==> config.mk <==
export PLATFORM = sky130hd
export DESIGN_NAME = bg_fetch_pipe
export DESIGN_NICKNAME = d
export VERILOG_FILES = /design/src/rtl/bg_fetch_pipe.sv
export SDC_FILE = /design/constraint.sdc
export NUM_CORES = 1
export LEC_CHECK = 0
export ABC_AREA = 1
export BUFFER_PORTS_ARGS = -buffer_cell sky130_fd_sc_hd__buf_4
export CAP_MARGIN = 0
export CORE_AREA = 2 2 156 112
export DETAILED_ROUTE_END_ITERATION = 10
export DIE_AREA = 0 0 158 114
export GPL_TIMING_DRIVEN = 0
export PLACE_DENSITY = 0.61
export SYNTH_ARGS = -nofsm -noshare
export SYNTH_HDL_FRONTEND = slang
export SYNTH_SLANG_ARGS = --single-unit
==> constraint.sdc <==
create_clock -name clk -period 5.4 [get_ports clk]
set_input_delay 0.81 -clock clk [delete_from_list [all_inputs] [get_ports clk]]
set_output_delay 0.81 -clock clk [all_outputs]
set_load 0.01 [all_outputs]
==> src/rtl/bg_fetch_pipe.sv <==
// Background tile fetch pipeline. Walks the 8-dot nametable / attribute /
// pattern-lo / pattern-hi fetch sequence and feeds 16-bit pattern and
// attribute shifters. Emits one 4-bit background palette index per visible dot.
module bg_fetch_pipe #(
   parameter int unsigned MIRROR_MODE    = 1,
   parameter int unsigned VIS_ROWS       = 240,
   parameter int unsigned PREFETCH_START = 321
) (
   input  logic        clk,
   input  logic        clk_en,
   input  logic        rst_n,
   input  logic [8:0]  row,
   input  logic [8:0]  col,
   input  logic        bg_enable,
   input  logic        show_left8,
   input  logic [1:0]  name_tbl,
   input  logic        patt_tbl,
   input  logic [7:0]  scroll_x,
   input  logic [7:0]  scroll_y,
   output logic [10:0] vram_addr,
   input  logic [7:0]  vram_data,
   output logic [12:0] chr_addr,
   input  logic [7:0]  chr_data,
   output logic [3:0]  bg_pix,
   output logic        bg_valid
);

   localparam logic [8:0] VIS_ROWS_W = 9'(VIS_ROWS);
   localparam logic [8:0] PRE_ROW    = 9'd261;
   localparam logic [8:0] SAMPLE_COL = 9'(PREFETCH_START - 1);
   localparam logic [8:0] PF_FIRST   = 9'(PREFETCH_START);
   localparam logic [8:0] PF_MID     = 9'(PREFETCH_START + 8);
   localparam logic [8:0] PF_LAST   = 9'(PREFETCH_START + 15);
   localparam logic [8:0] PF_END     = 9'(PREFETCH_START + 16);

   // Shadow copies of the scroll/table registers, frozen for a whole row.
   logic [7:0]  sh_sx;
   logic [7:0]  sh_sy;
   logic [1:0]  sh_nt;
   logic        sh_patt;

   // Fetch latches.
   logic [7:0]  nt_lat;
   logic [1:0]  at_lat;
   logic [7:0]  lo_lat;
   logic [7:0]  hi_lat;

   // Pixel shifters and their next values.
   logic [15:0] pt_lo, pt_hi, at_lo, at_hi;
   logic [15:0] pt_lo_nxt, pt_hi_nxt, at_lo_nxt, at_hi_nxt;

   // Set once a full prefetch has landed in the shifters since reset.
   logic        primed;

   // Dot/window decode.
   logic [7:0]  dot_m1;
   logic [2:0]  phase;
   logic        render_row, vis_row, in_vis_win, in_pf_win;
   logic        fetch_en, shift_en, reload_en, vis_dot;

   // Tile coordinates and derived addresses.
   logic [5:0]  tile_n;
   logic [5:0]  px_t;        // px[8:3]
   logic [8:0]  tgt_row;
   logic [9:0]  py_raw;
   logic        py_wrap;
   logic [7:0]  py;
   logic [1:0]  lnt;
   logic        a10;
   logic [10:0] nt_addr, at_addr;
   logic [12:0] chr_lo_addr, chr_hi_addr;
   logic [1:0]  quad;

   // Pixel selection.
   logic [3:0]  sel;
   logic [1:0]  color, pal;
   logic        pix_on;

   // Decode the current dot into fetch/shift windows and tile coordinates.
   // NOTE: every signal gets a default at the top so no path leaves it unassigned (no latches).
   always_comb begin
      dot_m1     = 8'(col - 9'd1);
      phase      = dot_m1[2:0];
      vis_row    = (row < VIS_ROWS_W);
      render_row = vis_row || (row == PRE_ROW);
      in_vis_win = (col >= 9'd1) && (col <= 9'd256);
      in_pf_win  = (col >= PF_FIRST) && (col <= PF_LAST);
      fetch_en   = bg_enable && render_row && (in_vis_win || in_pf_win);
      shift_en   = bg_enable && render_row &&
                   (((col >= 9'd2) && (col <= 9'd257)) ||
                    ((col >= PF_FIRST + 9'd1) && (col <= PF_END)));
      reload_en  = shift_en && (phase == 3'd0);
      vis_dot    = vis_row && in_vis_win;

      tile_n = 6'd0;
      if (in_vis_win)
         tile_n = {1'b0, dot_m1[7:3]} + 6'd2;
      else if (col >= PF_MID)
         tile_n = 6'd1;
      px_t = {1'b0, sh_sx[7:3]} + tile_n;

      tgt_row = row;
      if (row == PRE_ROW)
         tgt_row = 9'd0;
      else if (in_pf_win)
         tgt_row = row + 9'd1;
      py_raw  = {2'b00, sh_sy} + {1'b0, tgt_row};
      py_wrap = (py_raw >= 10'd240);
      py      = py_wrap ? 8'(py_raw - 10'd240) : py_raw[7:0];

      lnt = sh_nt ^ {py_wrap, px_t[5]};
      a10 = (MIRROR_MODE != 0) ? lnt[0] : lnt[1];

      nt_addr     = {a10, py[7:3], px_t[4:0]};
      at_addr     = {a10, 4'hF, py[7:5], px_t[4:2]};
      chr_lo_addr = {sh_patt, nt_lat, 1'b0, py[2:0]};
      chr_hi_addr = {sh_patt, nt_lat, 1'b1, py[2:0]};

      case ({py[4], px_t[1]})
         2'b00:   quad = vram_data[1:0];
         2'b01:   quad = vram_data[3:2];
         2'b10:   quad = vram_data[5:4];
         default: quad = vram_data[7:6];
      endcase
   end

   // Capture scroll and table selection once per row, just before the prefetch.
   // NOTE: sequential state always uses non-blocking assignment so every flop samples pre-edge values.
   always_ff @(posedge clk or negedge rst_n) begin
      if (!rst_n) begin
         sh_sx   <= 8'd0;
         sh_sy   <= 8'd0;
         sh_nt   <= 2'd0;
         sh_patt <= 1'b0;
      end else if (clk_en && (col == SAMPLE_COL)) begin
         sh_sx   <= scroll_x;
         sh_sy   <= scroll_y;
         sh_nt   <= name_tbl;
         sh_patt <= patt_tbl;
      end
   end

   // Eight-phase fetch sequencer: drive an address, then latch its data a tick later.
   always_ff @(posedge clk or negedge rst_n) begin
      if (!rst_n) begin
         vram_addr <= 11'd0;
         chr_addr  <= 13'd0;
         nt_lat    <= 8'd0;
         at_lat    <= 2'd0;
         lo_lat    <= 8'd0;
         hi_lat    <= 8'd0;
      end else if (clk_en && fetch_en) begin
         case (phase)
            3'd0: vram_addr <= nt_addr;
            3'd1: nt_lat    <= vram_data;
            3'd2: vram_addr <= at_addr;
            3'd3: at_lat    <= quad;
            3'd4: chr_addr  <= chr_lo_addr;
            3'd5: lo_lat    <= chr_data;
            3'd6: chr_addr  <= chr_hi_addr;
            3'd7: hi_lat    <= chr_data;
         endcase
      end
   end

   // Next shifter contents: shift left, then refill the low byte on tile boundaries.
   always_comb begin
      pt_lo_nxt = pt_lo;
      pt_hi_nxt = pt_hi;
      at_lo_nxt = at_lo;
      at_hi_nxt = at_hi;
      if (shift_en) begin
         pt_lo_nxt = {pt_lo[14:0], 1'b0};
         pt_hi_nxt = {pt_hi[14:0], 1'b0};
         at_lo_nxt = {at_lo[14:0], 1'b0};
         at_hi_nxt = {at_hi[14:0], 1'b0};
         if (reload_en) begin
            pt_lo_nxt[7:0] = lo_lat;
            pt_hi_nxt[7:0] = hi_lat;
            at_lo_nxt[7:0] = {8{at_lat[0]}};
            at_hi_nxt[7:0] = {8{at_lat[1]}};
         end
      end
   end

   // Shifter registers advance only on dot-enable ticks.
   always_ff @(posedge clk or negedge rst_n) begin
      if (!rst_n) begin
         pt_lo <= 16'd0;
         pt_hi <= 16'd0;
         at_lo <= 16'd0;
         at_hi <= 16'd0;
      end else if (clk_en) begin
         pt_lo <= pt_lo_nxt;
         pt_hi <= pt_hi_nxt;
         at_lo <= at_lo_nxt;
         at_hi <= at_hi_nxt;
      end
   end

   // Pick the fine-X bit from the shifter view that belongs to this dot.
   always_comb begin
      sel    = 4'd15 - {1'b0, sh_sx[2:0]};
      color  = {pt_hi_nxt[sel], pt_lo_nxt[sel]};
      pal    = {at_hi_nxt[sel], at_lo_nxt[sel]};
      pix_on = bg_enable && !((col <= 9'd8) && !show_left8) && (color != 2'b00);
   end

   // Register the pixel output; suppress everything until a prefetch has completed.
   always_ff @(posedge clk or negedge rst_n) begin
      if (!rst_n) begin
         bg_pix   <= 4'h0;
         bg_valid <= 1'b0;
         primed   <= 1'b0;
      end else if (clk_en) begin
         if (render_row && (col == PF_END))
            primed <= 1'b1;
         bg_valid <= vis_dot && primed;
         bg_pix   <= (vis_dot && primed && pix_on) ? {pal, color} : 4'h0;
      end
   end

endmodule

# Word level (Yosys, flattened, before mapping)
# Cells that the tools add are included.
# op_classes
n_addsub	7
n_lt_le_gt_ge	13
eq_ne	12
n_mux	25
n_bitwise	1
reduce_logical	34
# ops
operator	n
$mux 16	4
$mux 8	5
$le 9x9->1 const B	4
$eq 9x9->1 const B	3
$ge 9x9->1 const B	3
$pmux 13 s2	1
$pmux 11 s2	1
$mux 9	2
$logic_and 1x1->1	17
$bmux 1 s4	4
$reduce_and 2->1	7
$eq 3x3->1 const B	4
$add 8x9->10	1
$ge 10x8->1 const B	1
$add 9x1->9 const B	1
$ge 9x1->1 const B	1
$ge 9x2->1 const B	1
$le 9x4->1 const B	1
$lt 9x8->1 const B	1
$sub 8x1->8 const B	1
$sub 8x8->8 const B	1
$add 5x2->6 const B	1
$add 5x6->6	1
$eq 3x2->1 const B	2
15 further kinds	24
# totals
reg_bits	138
in_bits	58

# Depth between registers and ports, before layout
# Gate-level depths: netlist of run 1.
# logic_depth
word_depth	13
mapped_depth	26

# Worst setup path after synthesis of run 1
# No wires, ideal clock.
# synth_timing
path_type	input-to-reg
startpoint	input port col[4]
endpoint	register at_lat[0]
setup_ps	116
arrival_time_ps	3575
required_time_ps	5284
slack_ps	1708
cell_stages	24
path_cell_list	nor2_2 nand2_1 nor2_1 nand2_1 nand3_2 nand2_8 inv_1 nor2_1 a211oi_1 ha_1 nand3_1 nand2_1 a21oi_1 xor2_1 inv_1 ha_1 nand2_1 nand4_1 nand2_2 nand3_1 nand2_1 inv_1 nand2_1 nand2_1
# synth_between
elab_chain_len	9
elab_cells_between_ends	26
# synth_rtl
item	line	source
start: declaration	13	input logic [8:0] col,
$ge 9x9->1 or $le 9x9->1 (tied branches)	87	in_pf_win = (col >= PF_FIRST) && (col <= PF_LAST);
$logic_and 1x1->1	87	
$mux 9	105	else if (in_pf_win)
$mux 9	103	if (row == PRE_ROW)
$add 8x9->10	107	py_raw = {2'b00, sh_sy} + {1'b0, tgt_row};
$sub 8x8->8 or $ge 10x8->1 (tied branches)	109, 108	
$mux 8	109	py = py_wrap ? 8'(py_raw - 10'd240) : py_raw[7:0];
$eq 2x2->1 (tied with other cells)	119	case ({py[4], px_t[1]})
$pmux 2 s3	119	
end signal: assignment	157	3'd3: at_lat <= quad;
end: declaration	44	logic [1:0] at_lat;
# Parallel ways exist; a longest one is shown, timed or not.
# A chain may end at the register's enable or synchronous reset.

# Final worst setup path of run 1
# layout_timing
startpoint	input port col[1]
endpoint	register at_lat[0]
# The elaborated chain is that of the path after synthesis.

==> results of run 1 <==
path summary, 6_finish.rpt:
path,from,end,cells after the start
hold reg to reg,nt_lat[3]$_DFFE_PN0P_,chr_addr[7]$_DFFE_PN0P_,2
max in group asynchronous,rst_n,lo_lat[2]$_DFFE_PN0P_,2
hold / removal,rst_n,chr_addr[5]$_DFFE_PN0P_,1
setup reg to reg,sh_sy[0]$_DFFE_PN0P_,at_lat[0]$_DFFE_PN0P_,15
setup / recovery,col[1],at_lat[0]$_DFFE_PN0P_,25
min in group clk,nt_lat[3]$_DFFE_PN0P_,chr_addr[7]$_DFFE_PN0P_,2
cells in the final DEF, fill, tap and decap left out, drive strengths merged, types with 8 or more instances in the layout:
| cell | instances |
|---|---|
| nand2 | 216 |
| dfrtp | 138 |
| inv | 132 |
| o21ai | 108 |
| buf | 102 |
| nor2 | 54 |
| a21oi | 42 |
| nand3 | 41 |
| clkbuf | 33 |
| ha | 17 |
| mux2 | 15 |
| o221ai | 14 |
| nand4 | 13 |
| xor2 | 12 |
| nor3 | 11 |
| o22ai | 9 |
| o21a | 9 |
| o211ai | 8 |
sequential cells by signal (all words and copies together), names as in the netlist:
signal	cells
at_hi	16
at_lo	16
pt_hi	16
pt_lo	16
chr_addr	13
vram_addr	11
hi_lat	8
lo_lat	8
nt_lat	8
sh_sx	8
sh_sy	8
bg_pix	4
at_lat	2
bg_valid	1
primed	1
sh_nt	1
sh_patt	1
metal layers:
metal	track usage	wire, um
met5	0	0
met1	0.363	10300
met2	0.286	7410
met3	0.0483	960
met4	0.0577	191
area by class of cell:
cell class	count	area, um2	area share
flip-flops and latches	138	3450	0.385
multi-input cells	593	3260	0.364
repair buffers	86	669	0.0747
inverters	128	484	0.0540
clock buffers	18	439	0.0490
well taps	231	289	0.0323
clock inverters	14	206	0.0230
plain buffers	31	156	0.0175
power by group through the flow:
| stage | Clock [uW] | Combinational [uW] | Sequential, uW |
|---|---|---|---|
| global placement | 0 | 574 | 1380 |
| detailed placement | 0 | 588 | 1380 |
| CTS | 1300 | 592 | 1360 |
| finish | 1290 | 589 | 1370 |
| global route | 1350 | 666 | 1390 |
| floorplan | 0 | 356 | 1370 |
critical path, stage by stage:
cell and delay [ns]:
buf_4 0.14, inv_2 0.12, nand2_1 0.12, nor2_2 0.20, nor2_2 0.08, nor2_4 0.17, nand2_8 0.09, inv_1 0.14
nor2_1 0.06, a211oi_1 0.59, ha_1 0.36, nand3_1 0.08, nand2_1 0.12, a21oi_1 0.18, xor2_1 0.22, inv_1 0.08
ha_1 0.19, nand2_1 0.11, nand4_1 0.26, nand2_2 0.22, nand3_1 0.09, nand2_1 0.07, inv_1 0.03, nand2_1 0.05
nand2_1 0.05
kinds of logic (layout without fill, tap and decap cells):
kind of cell | Yosys count | in the layout | synth area share
AO/OA/AOI/OAI | 199 | 199 | 0.158
AND/OR/NAND/NOR | 345 | 345 | 0.210
buffers and inverters | 159 | 277 | 0.0871
adder cells (fa/ha/maj) | 19 | 19 | 0.0344
XOR/XNOR | 15 | 15 | 0.0179
multiplexers | 15 | 15 | 0.0230
flip-flops | 138 | 138 | 0.469
per-stage QoR:
stage	area (um2)	util	worst slack, ns
floorplan	7360	-	1.71
global placement	8280	0.496	0.719
detailed placement	8320	0.497	0.705
CTS	8960	0.536	1.14
global route	8960	0.536	0.743
finish	8960	0.536	1.08
==> flow_summary.json, run 1 <==
{
  "status": "complete, no violations",
  "final.setup.tns_ns": 0,
  "clk_latency_ns": 0.42,
  "power.total_uw": 3240,
  "async_flop_share": 1.00,
  "wl_per_cell_um": 15.3,
  "grt_first_pass_wirelength_mm": 30.6,
  "cts_tree": "built",
  "relSlewSlack": 0.502,
  "grt_pass1_vias": 5645,
  "synth_nets": 967,
  "setup_viol": 0,
  "synthFlopType": "dfrtp_1",
  "path_max_fanout": 7,
  "criticalPathCategory": "in2reg",
  "cts_sinks": 138,
  "maxCapViolations": 0,
  "coreArea_mm2": 0.0167,
  "finalNetCount": 1072,
  "htree_levels": 4,
  "clk_path_buf_depth": 2,
  "synth_area_leaders": "dfrtp_1, nand2_1, inv_1",
  "ios": 87,
  "min_period_over_period": 0.800,
  "r2r_slack_ns": 2.59,
  "rsz0062_at_grt": "no",
  "end_kind": "flip-flop",
  "vias": 6258,
  "synth_edf_count": 0,
  "slew_violations": 0,
  "ctsHoldBuffers": 0,
  "min_period_ns": 4.32,
  "area_growth_pct": 21.8,
  "fmax_ghz": 0.232,
  "worstPathRequired_ns": 5.71,
  "cp.arrival_ns": 4.63,
  "overflow": 0,
  "tightestPinTransition_ns": 0.743,
  "synth_seq_area_share": 0.469,
  "ctsRootBufferMaster": "clkbuf_16",
  "diodes": 0,
  "synth_commonest_cells": "nand2_1, dfrtp_1, inv_1, o21ai_0, nor2_1",
  "drc_errors": 0,
  "antenna_found_initial": 0,
  "final.fill_count": 1624,
  "initial_utilization": 0.440,
  "intPower_uw": 2310,
  "grt_max_degree": 91,
  "drtIter0Drc": 425,
  "finalWeightedCongestion": 0.873,
  "hold_viol_final": 0,
  "dp_hpwl_mm": 13.8,
  "dp_cells": 1207,
  "fin_cells": 1239,
  "synthDistinctLibCells": 49,
  "yosysWarnings": 0,
  "final_layout_size_suffix_gt1_frac": 0.195,
  "p_seq_frac": 0.421,
  "design.die.area_mm2": 0.0180,
  "cts_buffers": 17,
  "synth_area_per_cell_um2": 8.27,
  "io_buffers": 85,
  "antenna_left": 0,
  "clkPwrFrac": 0.397,
  "comb_power_share": 0.182,
  "cellPowerDensity_mw_per_mm2": 362,
  "clk_pin_slew_ns": 0.06,
  "die_h_um": 114,
  "vdd_drop_max_v": 0.000201,
  "power_leakage_uw": 0.00455,
  "postCtsSetupBuffers": 0,
  "finClkSkew_ns": 0.00612,
  "yosysMostFrequentCell": "nand2_1",
  "syn_area_mm2": 0.00736,
  "synth_top_area_frac": 0.469,
  "rows": 40,
  "synthCells": 890,
  "vias_per_cell": 5.05,
  "ys_ff_latch": 138,
  "grt_usage": 0.221,
  "routed_wl_mm": 18.9,
  "synth_top_area_cell": "dfrtp_1",
  "die_w_um": 158,
  "setup.worst_path.start_class": "input pin",
  "power_switching_uw": 934,
  "worstHoldPathType": "in2async",
  "drt_pass1_iterations": 5,
  "holdWs_ns": 0.321,
  "swShare": 0.288,
  "cts_resized": 0
}
Note: power is estimated with default switching activity, not from simulation.
==> inputs of run 2 (changes only) <==
--- a/config.mk
+++ b/config.mk
@@ -5,12 +5,12 @@
 export SDC_FILE = /design/constraint.sdc
 export NUM_CORES = 1
 export LEC_CHECK = 0
-export ABC_AREA = 1
+export ABC_AREA = 0
 export BUFFER_PORTS_ARGS = -buffer_cell sky130_fd_sc_hd__buf_4
 export CAP_MARGIN = 0
-export CORE_AREA = 2 2 156 112
+export CORE_AREA = 2 2 155 111
 export DETAILED_ROUTE_END_ITERATION = 10
-export DIE_AREA = 0 0 158 114
+export DIE_AREA = 0 0 157 113
 export GPL_TIMING_DRIVEN = 0
 export PLACE_DENSITY = 0.61
 export SYNTH_ARGS = -nofsm -noshare
==> constraint.sdc (replaced) <==
create_clock -name clk -period 4.2 [get_ports clk]
set_input_delay 0.63 -clock clk [delete_from_list [all_inputs] [get_ports clk]]
set_output_delay 0.63 -clock clk [all_outputs]
set_load 0.01 [all_outputs]
==> run 2 against run 1 <==
Non-clock buffer count increased by 22. Sequential share of layout area decreased by 0.58 points. Setup slack lost 1.0 ns. Utilization up 2.7 points. Synthesized cell count shrank 19%. Via count decreased by 6.0%. Sequential power increased by 10%. Clock skew rose by 0.0068 ns. Cell count decreased by 13%. Clock-buffer cell count did not move. Hold slack got worse by 0.096 ns. Critical path type unchanged.
==> flow_summary.json, run 2 <==
{
  "status": "complete, no violations",
  "dp_cells": 1026,
  "final.fill_count": 1411,
  "synth_area_leaders": "dfrtp_1, mux2_2, nand2_1",
  "synth_edf_count": 0,
  "finalWeightedCongestion": 0.939,
  "final_layout_size_suffix_gt1_frac": 0.284,
  "yosysWarnings": 0,
  "slew_violations": 0,
  "htree_levels": 4,
  "synth_area_per_cell_um2": 9.98,
  "area_growth_pct": 26.6,
  "setup.worst_path.start_class": "input pin",
  "synth_nets": 797,
  "cp.arrival_ns": 4.43,
  "diodes": 0,
  "drtIter0Drc": 452,
  "die_w_um": 157,
  "fin_cells": 1077,
  "power_leakage_uw": 0.00435,
  "rsz0062_at_grt": "yes",
  "tightestPinTransition_ns": 1.23,
  "ys_ff_latch": 138,
  "clk_path_buf_depth": 2,
  "hold_viol_final": 0,
  "drc_errors": 0,
  "min_period_over_period": 0.983,
  "syn_area_mm2": 0.00719,
  "design.die.area_mm2": 0.0177,
  "final_common_cell": "nand2_1",
  "worstHoldPathType": "in2async",
  "io_buffers": 80,
  "vias_per_cell": 5.46,
  "setup_viol": 0,
  "path_max_fanout": 4,
  "antenna_found_initial": 0,
  "fmax_ghz": 0.242,
  "grt_pass1_vias": 5825,
  "wl_per_cell_um": 17.5,
  "clk_pin_slew_ns": 0.07,
  "r2r_start": "sh_sy[0]$_DFFE_PN0P_",
  "overflow": 0,
  "grt_max_degree": 74,
  "ios": 87,
  "final_util": 0.563,
  "cts_tree": "built",
  "relSlewSlack": 0.173,
  "grt_usage": 0.219,
  "end_kind": "flip-flop",
  "synth_seq_area_share": 0.481,
  "finClkSkew_ns": 0.0129,
  "power.total_uw": 3550,
  "worstPathRequired_ns": 4.50,
  "async_flop_share": 1.00,
  "synth_top_area_frac": 0.481,
  "coreArea_mm2": 0.0162,
  "startpoint": "row[3]",
  "synthDistinctLibCells": 69,
  "initial_utilization": 0.445,
  "yosysMostFrequentCell": "nand2_1",
  "cellPowerDensity_mw_per_mm2": 391,
  "dpl-instance-area_mm2": 0.00814,
  "ctsHoldBuffers": 0,
  "synthFlopType": "dfrtp_1",
  "vias": 5881,
  "ctsRootBufferMaster": "clkbuf_16",
  "synth_top_area_cell": "dfrtp_1",
  "rows": 39,
  "criticalPathCategory": "in2reg",
  "drt_pass1_iterations": 5,
  "layout_common_cells": "nand2_1, dfrtp_1, buf_4",
  "maxCapViolations": 0,
  "finalNetCount": 916,
  "holdWs_ns": 0.225,
  "synthCells": 720,
  "dp_hpwl_mm": 13.5,
  "clk_latency_ns": 0.42,
  "vdd_drop_max_v": 0.000185,
  "reg2reg_depth": 13,
  "min_period_ns": 4.13,
  "antenna_left": 0,
  "synth_commonest_cells": "nand2_1, dfrtp_1, mux2_2, nand3_1, nor2_1",
  "fin_area_mm2": 0.00910,
  "grt_first_pass_wirelength_mm": 30.2,
  "cts_sinks": 138,
  "routed_wl_mm": 18.8,
  "die_h_um": 113,
  "cts_buffers": 17
}
run 2: kinds of logic (layout without fill, tap and decap cells):
kind of cell               after synthesis  after routing  share of synthesized area
and+or+nand+nor                        299            299                      0.191
buffers and inverters                   50            182                     0.0296
AOI/OAI and AO/OA                      118            118                      0.114
muxes                                   71             71                      0.114
adders and majority gates               19             19                     0.0352
DFF                                    138            138                      0.481
xor gates and xnor gates                25             25                     0.0357
run 2: cell type report:
type | instances | area [um2] | area share
Tap cell | 225 | 282 | 0.0309
Inverter | 11 | 41.3 | 0.00454
Multi-Input combinational cell | 532 | 3740 | 0.411
Clock inverter | 14 | 175 | 0.0193
Timing Repair Buffer | 101 | 802 | 0.0882
Clock buffer | 18 | 439 | 0.0483
Buffer | 38 | 164 | 0.0180
Sequential cell | 138 | 3450 | 0.380
run 2: per-stage QoR:
step,TNS [ns],setup WS (ns)
floorplan,-0.0779,-0.0426
global placement,-4.93,-0.684
detailed placement,-5.64,-0.776
CTS,0,0.00263
global route,-0.201,-0.109
finish,0,0.0693
run 2: power by group:
part / total (uW) / internal [uW] / switching, uW
Combinational: 480 / 231 / 250
Clock: 1560 / 919 / 646
Sequential: 1510 / 1440 / 67.5
Total: 3550 / 2590 / 963
run 2: final timing paths:
kind / endpoint / slack [ns]
worst max-delay path: at_lat[1]$_DFFE_PN0P_ / 0.07
worst min-delay path: pt_hi[3]$_DFFE_PN0P_ / 0.23
worst max register to register: at_lat[1]$_DFFE_PN0P_ / 1.22
worst min register to register: pt_lo[15]$_DFFE_PN0P_ / 0.48
max in group asynchronous: sh_sx[3]$_DFFE_PN0P_ / 3.19
min in group clk: hi_lat[3]$_DFFE_PN0P_ / 0.44
run 2: routing by layer:
metal / global-route usage / vias to the layer above / share of wire
met5: 0 / - / 0
li1: - / 2787 / -
met4: 0.0679 / 0 / 0.017
met3: 0.0544 / 30 / 0.057
met2: 0.309 / 161 / 0.43
met1: 0.330 / 2903 / 0.50
run 2: what timing repair did:
action	4_1_cts	5_1_grt
buffers inserted	5	15
gates resized for setup	8	26
setup endpoints to repair	9	8
pin swaps	4	27
endpoints found under the hold margin	0	0
run 2: critical path, cell delays in order:
cell	delay, ns
buf_4	0.13
or4b_1	0.54
or3_1	0.39
nor2_4	0.19
nor2_1	0.07
ha_2	0.21
fa_2	0.45
a211oi_4	0.33
nor2_4	0.08
nor2_4	0.14
ha_4	0.16
nand3b_1	0.12
o22ai_4	0.19
buf_12	0.15
xor2_4	0.20
buf_4	0.15
mux2i_1	0.20
o311ai_1	0.10
==> inputs of run 3 (changes only) <==
--- a/config.mk
+++ b/config.mk
@@ -12,7 +12,7 @@
 export DETAILED_ROUTE_END_ITERATION = 10
 export DIE_AREA = 0 0 157 113
 export GPL_TIMING_DRIVEN = 0
-export PLACE_DENSITY = 0.61
+export RECOVER_POWER = 25
 export SYNTH_ARGS = -nofsm -noshare
 export SYNTH_HDL_FRONTEND = slang
 export SYNTH_SLANG_ARGS = --single-unit
==> run 3 against run 2 <==
The flow now finishes with violations (max-capacitance violations, max-slew violations). Clock power down 4%. Cell count is 0.46% lower. Register-to-register slack barely moved. Clock-buffer cell count down 1. Power is 2.6% lower. Fmax is 0.62% higher. Design area is 2.0% lower. Sequential share of layout area rose by 0.76 points. Hold slack better by 0.21 ns. Sequential cell count unchanged. Highest routed layer unchanged.
==> flow_summary.json, run 3 (synthesized netlist as in run 2, its figures left out) <==
{
  "grt_pass1_vias": 5733,
  "dp_hpwl_mm": 13.5,
  "rows": 39,
  "grt_usage": 0.221,
  "design.die.area_mm2": 0.0177,
  "path_max_fanout": 6,
  "routed_wl_mm": 18.5,
  "setup_viol": 0,
  "vdd_drop_max_v": 0.000233,
  "power_leakage_uw": 0.00429,
  "die_h_um": 113,
  "max_stage_delay_ns": 0.57,
  "reg2reg_depth": 13,
  "min_period_over_period": 0.977,
  "end_kind": "flip-flop",
  "fmax_ghz": 0.244,
  "ctsRootBufferMaster": "clkbuf_16",
  "tightestPinTransition_ns": 2.13,
  "cellPowerDensity_mw_per_mm2": 388,
  "final.setup.tns_ns": 0,
  "worstPathRequired_ns": 4.50,
  "criticalPathCategory": "in2reg",
  "final_layout_size_suffix_gt1_frac": 0.274,
  "finalNetCount": 910,
  "overflow": 0,
  "finClkSkew_ns": 0.00775,
  "area_growth_pct": 24.1,
  "min_period_ns": 4.11,
  "hold_viol_final": 0,
  "grt_first_pass_wirelength_mm": 30.4,
  "crit_family": "simple AND/OR/NAND/NOR gates",
  "status": "finished, violations left",
  "r2r_slack_ns": 1.21,
  "vias": 5841,
  "antenna_found_initial": 1,
  "whs_endpoint": "sh_sx[2]$_DFFE_PN0P_",
  "slew_violations": 43,
  "setup.worst_path.start_class": "input pin",
  "relSlewSlack": -0.419,
  "clk_pin_slew_ns": 0.07,
  "rr_endpoint": "at_lat[0]$_DFFE_PN0P_",
  "ios": 87,
  "coreArea_mm2": 0.0162,
  "violations": "max-capacitance violations, max-slew violations",
  "worstHoldPathType": "in2reg",
  "holdCritStartpoint": "scroll_x[2]",
  "path_cells": "buf_8 > or4_4 > xnor2_4 > nor2b_2 > buf_6 > xnor2_2 > nor2_1 > ha_2 > fa_2 > a211oi_4 > nor2_2 > buf_4 > nor2_4 > ha_4 > nand3b_1 > o22ai_4 > buf_12 > xor2_4 > mux2i_1 > o311ai_1",
  "layout_common_cells": "nand2_1, dfrtp_1, buf_4",
  "drc_errors": 0,
  "ctsHoldBuffers": 0,
  "clk_path_buf_depth": 2,
  "hold_depth": 2,
  "drtIter0Drc": 528,
  "antenna_left": 0,
  "cts_sinks": 138,
  "grt_max_degree": 98,
  "maxCapViolations": 1,
  "cts_tree": "built",
  "r2r_start": "sh_sy[0]$_DFFE_PN0P_",
  "initial_utilization": 0.445,
  "crit_cells": 20,
  "cp.arrival_ns": 4.40,
  "final_common_cell": "nand2_1",
  "die_w_um": 157,
  "cts_buffers": 17,
  "drt_pass1_iterations": 5,
  "wl_per_cell_um": 17.3,
  "rsz0062_at_grt": "yes",
  "clk_latency_ns": 0.43,
  "io_buffers": 80,
  "cp_slowest_cell": "or4_4",
  "finalWeightedCongestion": 0.903,
  "crit_buf_inv": 4,
  "vias_per_cell": 5.45,
  "final_util": 0.552,
  "htree_levels": 4
}
[run 3: cell types whose count changed in the layout (fill, tap and decap cells not counted), sizes merged]
cell	previous run	this run
buf	110	102
diode	0	1
clkinvlp	2	4
clkbuf	47	48
bufinv	2	1
[run 3: report_power, final]
| group | switching (uW) | total (uW) | internal, uW |
|---|---|---|---|
| sequential | 70.4 | 1510 | 1440 |
| combinational | 239 | 458 | 219 |
| clock | 653 | 1490 | 838 |
| total | 963 | 3460 | 2500 |
[run 3: layer usage]
layer  track usage  vias up  wire (um)
li1              -     2766          -
met4        0.0679        0        271
met1         0.338     2878       9140
met2         0.312      171       8030
met5             0        -          0
met3        0.0486       26       1100
[run 3: metrics by stage]
| stage | area [um2] | setup WS, ns | cells | hold slack [ns] | total power (uW) |
|---|---|---|---|---|---|
| 2_1_floorplan | 7230 | -0.0426 | 720 | 0.334 | 1760 |
| 3_3_place_gp | 8110 | -0.728 | 1025 | 0.458 | 1950 |
| 3_5_place_dp | 8140 | -0.791 | 1026 | 0.463 | 1980 |
| 4_1_cts | 8860 | 0.0111 | 1068 | 0.110 | 3480 |
| 5_1_grt | 8920 | -0.0833 | 1071 | 0.422 | 3620 |
| 6_report | 8920 | 0.0948 | 1072 | 0.433 | 3460 |
[run 3: layout make-up]
class	count	area [um2]
repair buffers	95	733
flip-flops and latches	138	3450
fillers	1449	7230
clock inverters	15	155
well taps	225	282
multi-input cells	532	3660
inverters	11	41.3
clock buffers	17	425
diodes	1	2.50
plain buffers	38	168
[run 3: worst max path at each step]
stage	from	to	slack [ns]
after global placement	col[3]	at_lat[0]$_DFFE_PN0P_	-0.73
after CTS	col[2]	at_lat[1]$_DFFE_PN0P_	0.01
final	col[3]	at_lat[0]$_DFFE_PN0P_	0.09
after detailed placement	col[3]	at_lat[0]$_DFFE_PN0P_	-0.79
after floorplan	col[3]	at_lat[0]$_DFFE_PN0P_	-0.04
after global routing	col[3]	at_lat[0]$_DFFE_PN0P_	-0.08
[run 3: timing repair]
item,in CTS,in global routing
pin swaps,11,14
setup buffers,11,3
endpoints found under the setup margin,9,9
gates resized for setup,9,15
[run 3: worst reg2reg max path: stages (launching register included)]
cell and delay, ns:
dfrtp_1 0.39, ha_2 0.20, fa_2 0.46, a211oi_4 0.27, nor2_2 0.10, buf_4 0.15, nor2_4 0.11, ha_4 0.14
nand3b_1 0.12, o22ai_4 0.17, buf_12 0.16, xor2_4 0.22, mux2i_1 0.26, o311ai_1 0.12
